### src/rtl/regfile_dump_ctrl.sv
// regfile_dump_ctrl: debug sequencer that owns the register-file read-A and
// write ports while it streams registers FIRST_REG..LAST_REG out (dump) or
// fills them from an input stream (load). The CPU is stalled while busy.
//
// Optional feature: define DUMP_CHECKSUM_EN to append one checksum beat
// (dump_addr = 0, dump_data = 32-bit wrapping sum of all dumped words)
// after the last register beat of a dump.
module regfile_dump_ctrl #(
    parameter int DATA_W    = 32,
    parameter int ADDR_W    = 5,
    parameter int FIRST_REG = 1,
    parameter int LAST_REG  = 31
) (
    input  logic              Clock,
    input  logic              Reset,
    input  logic              start_dump,
    input  logic              start_load,
    input  logic              abort,
    output logic              busy,
    output logic              cpu_stall,
    output logic              done,
    output logic [ADDR_W-1:0] rf_A_addr,
    input  logic [DATA_W-1:0] rf_A_data,
    output logic [ADDR_W-1:0] rf_W_addr,
    output logic [DATA_W-1:0] rf_Data,
    output logic              rf_Write,
    output logic [DATA_W-1:0] dump_data,
    output logic [ADDR_W-1:0] dump_addr,
    output logic              dump_valid,
    input  logic              dump_ready,
    input  logic [DATA_W-1:0] load_data,
    input  logic              load_valid,
    output logic              load_ready
);

    localparam logic [ADDR_W-1:0] FIRST_A = ADDR_W'(FIRST_REG);
    localparam logic [ADDR_W-1:0] LAST_A  = ADDR_W'(LAST_REG);

    typedef enum logic [2:0] {
        S_IDLE,
        S_DUMP,
        S_LOAD,
`ifdef DUMP_CHECKSUM_EN
        S_CSUM,
`endif
        S_DONE
    } state_t;

    state_t            state;
    state_t            state_nxt;
    logic [ADDR_W-1:0] idx;
    // Set once the LAST_REG beat has been captured; idx then parks on LAST_REG
    // so it never wraps to 0 while the port pair is owned.
    logic              issued_all;
    logic              slot_free;
    logic              last_acc;
`ifdef DUMP_CHECKSUM_EN
    logic [31:0]       csum;
`endif

    // The read port address is the index register itself, so it is registered
    // and is only 0 while idle.
    assign rf_A_addr = idx;

    // Output slot can take a new beat when empty or being drained this edge.
    assign slot_free = !dump_valid || dump_ready;
    assign last_acc  = (state == S_DUMP) && dump_valid && dump_ready
                       && (dump_addr == LAST_A);

    // State register.
    always_ff @(posedge Clock or negedge Reset) begin
        if (!Reset) state <= S_IDLE;
        else        state <= state_nxt;
    end

    // Next-state and the combinational port-pair / status outputs.
    always_comb begin
        state_nxt  = state;
        busy       = (state != S_IDLE);
        cpu_stall  = (state != S_IDLE);
        done       = (state == S_DONE);
        load_ready = 1'b0;
        rf_Write   = 1'b0;
        rf_W_addr  = '0;
        rf_Data    = '0;
        case (state)
            S_IDLE: begin
                if (start_dump)      state_nxt = S_DUMP;
                else if (start_load) state_nxt = S_LOAD;
            end
            S_DUMP: begin
`ifdef DUMP_CHECKSUM_EN
                if (last_acc) state_nxt = S_CSUM;
`else
                if (last_acc) state_nxt = S_DONE;
`endif
            end
            S_LOAD: begin
                load_ready = 1'b1;
                rf_Write   = load_valid;
                rf_W_addr  = idx;
                rf_Data    = load_data;
                if (load_valid && idx == LAST_A) state_nxt = S_DONE;
            end
`ifdef DUMP_CHECKSUM_EN
            S_CSUM: begin
                if (dump_valid && dump_ready) state_nxt = S_DONE;
            end
`endif
            S_DONE:  state_nxt = S_IDLE;
            default: state_nxt = S_IDLE;
        endcase
        if (abort) state_nxt = S_IDLE;
    end

    // Index counter, dump output slot and checksum accumulator.
    always_ff @(posedge Clock or negedge Reset) begin
        if (!Reset) begin
            idx        <= '0;
            issued_all <= 1'b0;
            dump_data  <= '0;
            dump_addr  <= '0;
            dump_valid <= 1'b0;
`ifdef DUMP_CHECKSUM_EN
            csum       <= '0;
`endif
        end else if (abort) begin
            idx        <= '0;
            issued_all <= 1'b0;
            dump_data  <= '0;
            dump_addr  <= '0;
            dump_valid <= 1'b0;
        end else begin
            case (state)
                S_IDLE: begin
                    if (start_dump || start_load) begin
                        idx        <= FIRST_A;
                        issued_all <= 1'b0;
`ifdef DUMP_CHECKSUM_EN
                        csum       <= '0;
`endif
                    end
                end
                S_DUMP: begin
                    if (slot_free) begin
                        if (!issued_all) begin
                            dump_data  <= rf_A_data;
                            dump_addr  <= idx;
                            dump_valid <= 1'b1;
`ifdef DUMP_CHECKSUM_EN
                            csum       <= csum + 32'(rf_A_data);
`endif
                            if (idx == LAST_A) issued_all <= 1'b1;
                            else               idx        <= idx + 1'b1;
                        end else begin
`ifdef DUMP_CHECKSUM_EN
                            // Last register beat leaving: present the sum beat.
                            if (last_acc) begin
                                dump_data  <= DATA_W'(csum);
                                dump_addr  <= '0;
                                dump_valid <= 1'b1;
                            end else begin
                                dump_valid <= 1'b0;
                            end
`else
                            dump_valid <= 1'b0;
`endif
                        end
                    end
                end
                S_LOAD: begin
                    if (load_valid && idx != LAST_A) idx <= idx + 1'b1;
                end
`ifdef DUMP_CHECKSUM_EN
                S_CSUM: begin
                    if (dump_ready) dump_valid <= 1'b0;
                end
`endif
                S_DONE: begin
                    idx        <= '0;
                    issued_all <= 1'b0;
                end
                default: ;
            endcase
        end
    end

endmodule

### config.mk
export PLATFORM = sky130hd
export DESIGN_NAME = regfile_dump_ctrl
export DESIGN_NICKNAME = d
export VERILOG_FILES = /design/src/rtl/regfile_dump_ctrl.sv
export SDC_FILE = /design/constraint.sdc
export NUM_CORES = 1
export LEC_CHECK = 0
export ABC_AREA = 1
export BUFFER_PORTS_ARGS = -buffer_cell sky130_fd_sc_hd__buf_4
export CORE_ASPECT_RATIO = 1.2
export CORE_UTILIZATION = 43
export DETAILED_ROUTE_END_ITERATION = 8
export PLACE_DENSITY = 0.89
export SETUP_SLACK_MARGIN = 0.2
export SYNTH_ARGS = -nofsm -noshare
export SYNTH_HDL_FRONTEND = slang
export SYNTH_SLANG_ARGS = --single-unit
### constraint.sdc
create_clock -name Clock -period 1.98 [get_ports Clock]
set_input_delay 0.099 -clock Clock [delete_from_list [all_inputs] [get_ports Clock]]
set_output_delay 0.099 -clock Clock [all_outputs]
set_load 0.005 [all_outputs]
==> reports/results.tsv <==
metric	value	unit
syn_nets	423	
finalInstanceArea	3950	µm²
die_h	87.1	µm
critPathKind	reg -> out	
final_common_cell	buf_4	
worstMarginPinSlew	0.577	ns
drive_gt1_frac	0.400	
num_vias	2713	
vias_per_cell	4.68	
layout_common_cells	buf_4 (161), inv_1 (88), nand2_1 (69)	
ys_seq_area_frac	0.444	
whs	0.0472	ns
ys_ff_latch	46	
max_slew_margin	0.615	
worstPathRequired	1.88	ns
top_layer	met4	
grt_use_total	0.225	
port_buffers	155	
fmax	601	MHz
synth.area.top_cells	dfrtp_1 (44%), inv_1 (13%), nand2_1 (10%)	
place.gp.congestion	0.859	
num_io_pins	156	
setup_tns	0	ns
final_nets	577	
hold_path.class	in -> reg	
rsz0062_at_grt	false	
status	finished clean	
grt_pass1_wl	11100	µm
antenna_cells	0	
synthesis.area	2590	µm²
p_per_area	877	nW/µm²
cts_made_buffers	5	
hold_viol	0	
fin_cells	580	
crit_path_start_kind	flop	
min_path_cells	3	
ctsHtreeMaxLevel	2	
synth.top_cell.area_share	0.444	
placed_area	3810	µm²
skew	0.00727	ns
grt.overflow.total	0	
ant_nets	0	
routed-wl-met3	714	µm
setup-violations-final	0	
drtPass1Iterations	4	
cts_tree	built	
coreArea	5740	µm²
ys_warn_count	0	
clk_pin_slew	0.08	ns
cts_buffer_depth	2	
cap_violations	0	
post-route-period-util	0.840	
row_count	30	
grt_pass1_vias	2567	
irDropWorstVdd	0.592	mV
syn-mean-instance-area	7.50	µm²
area_growth	52.3	%
clk_latency	0.30	ns
met2_length	3430	µm
dieArea	6350	µm²
ff2ff_path_depth	11	
drtIter0Drc	129	
cts-root-buf	clkbuf_8	
antenna_found_initial	0	
routedLengthMet1	2700	µm
slew_viol_final	0	
cp-end-kind	primary output	
clock-sinks	46	
cp.arrival	1.56	ns
die_w	72.9	µm
dp_hpwl	5230	µm
wl_per_cell	12.0	µm
nFillCells	476	
crit_fanout	39	
post-synth-top-area-cell	dfrtp_1	
synth_cells	346	
dpl.cell_count	569	
grt_max_degree	47	
layout_min_cycle_time	1.66	ns
start_util	0.452	
power	3470	µW
drc_errors	0	
wirelength	6940	µm
static-leakage-power	0.00247	µW
synth.distinct_cells	23	
-- report_power, final --
part / total, µW / switching, µW / internal, µW
combinational: 1680 / 858 / 825
sequential: 1230 / 119 / 1110
clock: 553 / 311 / 243
total: 3470 / 1290 / 2180
-- layer usage --
layer  global-route usage  vias up
li1                     -     1349
met1                0.238     1222
met2                0.404      131
met3               0.0741       11
met4               0.0945        0
met5                    0        -
-- state kept, by name, summed over array words and instances, names as in the netlist --
register / flops
dump_data: 32
dump_addr: 5
rf_A_addr: 5
state: 2
dump_valid: 1
issued_all: 1
-- area by class of cell --
class	instances	area (µm²)	area share
timing repair buffer	164	1250	0.317
sequential	46	1150	0.292
multi-input combinational	193	1030	0.260
inverter	90	338	0.0855
tap	80	100	0.0253
clock buffer	6	72.6	0.0184
clock inverter	1	7.51	0.00190
-- worst paths after layout --
check | slack, ns | endpoint | start
worst min register to register | 0.52 | issued_all | issued_all
min in group asynchronous | 0.33 | dump_data[12] | Reset
worst min-delay path | 0.05 | dump_data[4] | rf_A_data[4]
worst max-delay path | 0.32 | rf_Data[0] | state[0]
worst max register to register | 0.33 | rf_A_addr[1] | rf_A_addr[0]
max in group asynchronous | 1.23 | rf_A_addr[0] | Reset
-- kinds of logic after synthesis --
| kind of cell | Yosys count | synth area share |
|---|---|---|
| buf+inv | 107 | 0.167 |
| fa+ha+maj | 6 | 0.0289 |
| compound gates | 49 | 0.124 |
| flops | 46 | 0.444 |
| simple gates | 138 | 0.236 |
-- synthesized netlist by cell type (all sizes together) --
cell type,number
o21ai,44
inv,90
a21oi,3
clkbuf,4
nor2,14
or2,1
nand4,3
o21bai,2
nand3,48
nand3b,1
ha,6
nand2,71
buf,13
dfrtp,46
-- per-stage QoR --
stage          setup slack, ns   util
4_1_cts                  0.219  0.681
3_5_place_dp             0.212  0.664
6_report                 0.317  0.688
3_3_place_gp             0.312  0.664
2_1_floorplan            0.406      -
5_1_grt                  0.190  0.688
-- what timing repair did --
action | CTS | global route
setup endpoints to repair | 5 | 11
gates cloned | 0 | 0
setup buffers | 0 | 3
resized for setup | 2 | 9
endpoints found under the hold margin | 46 | 0
hold buffers | 1 | 0
pin swaps | 0 | 2
-- worst max-delay path, stage by stage (launching register included) --
cell and delay [ns]:
dfrtp_1 0.42, inv_1 0.10, ha_1 0.23, buf_8 0.24, nand2_1 0.11, inv_1 0.06
buf_4 0.10
Power figures use the tool's default switching activity.
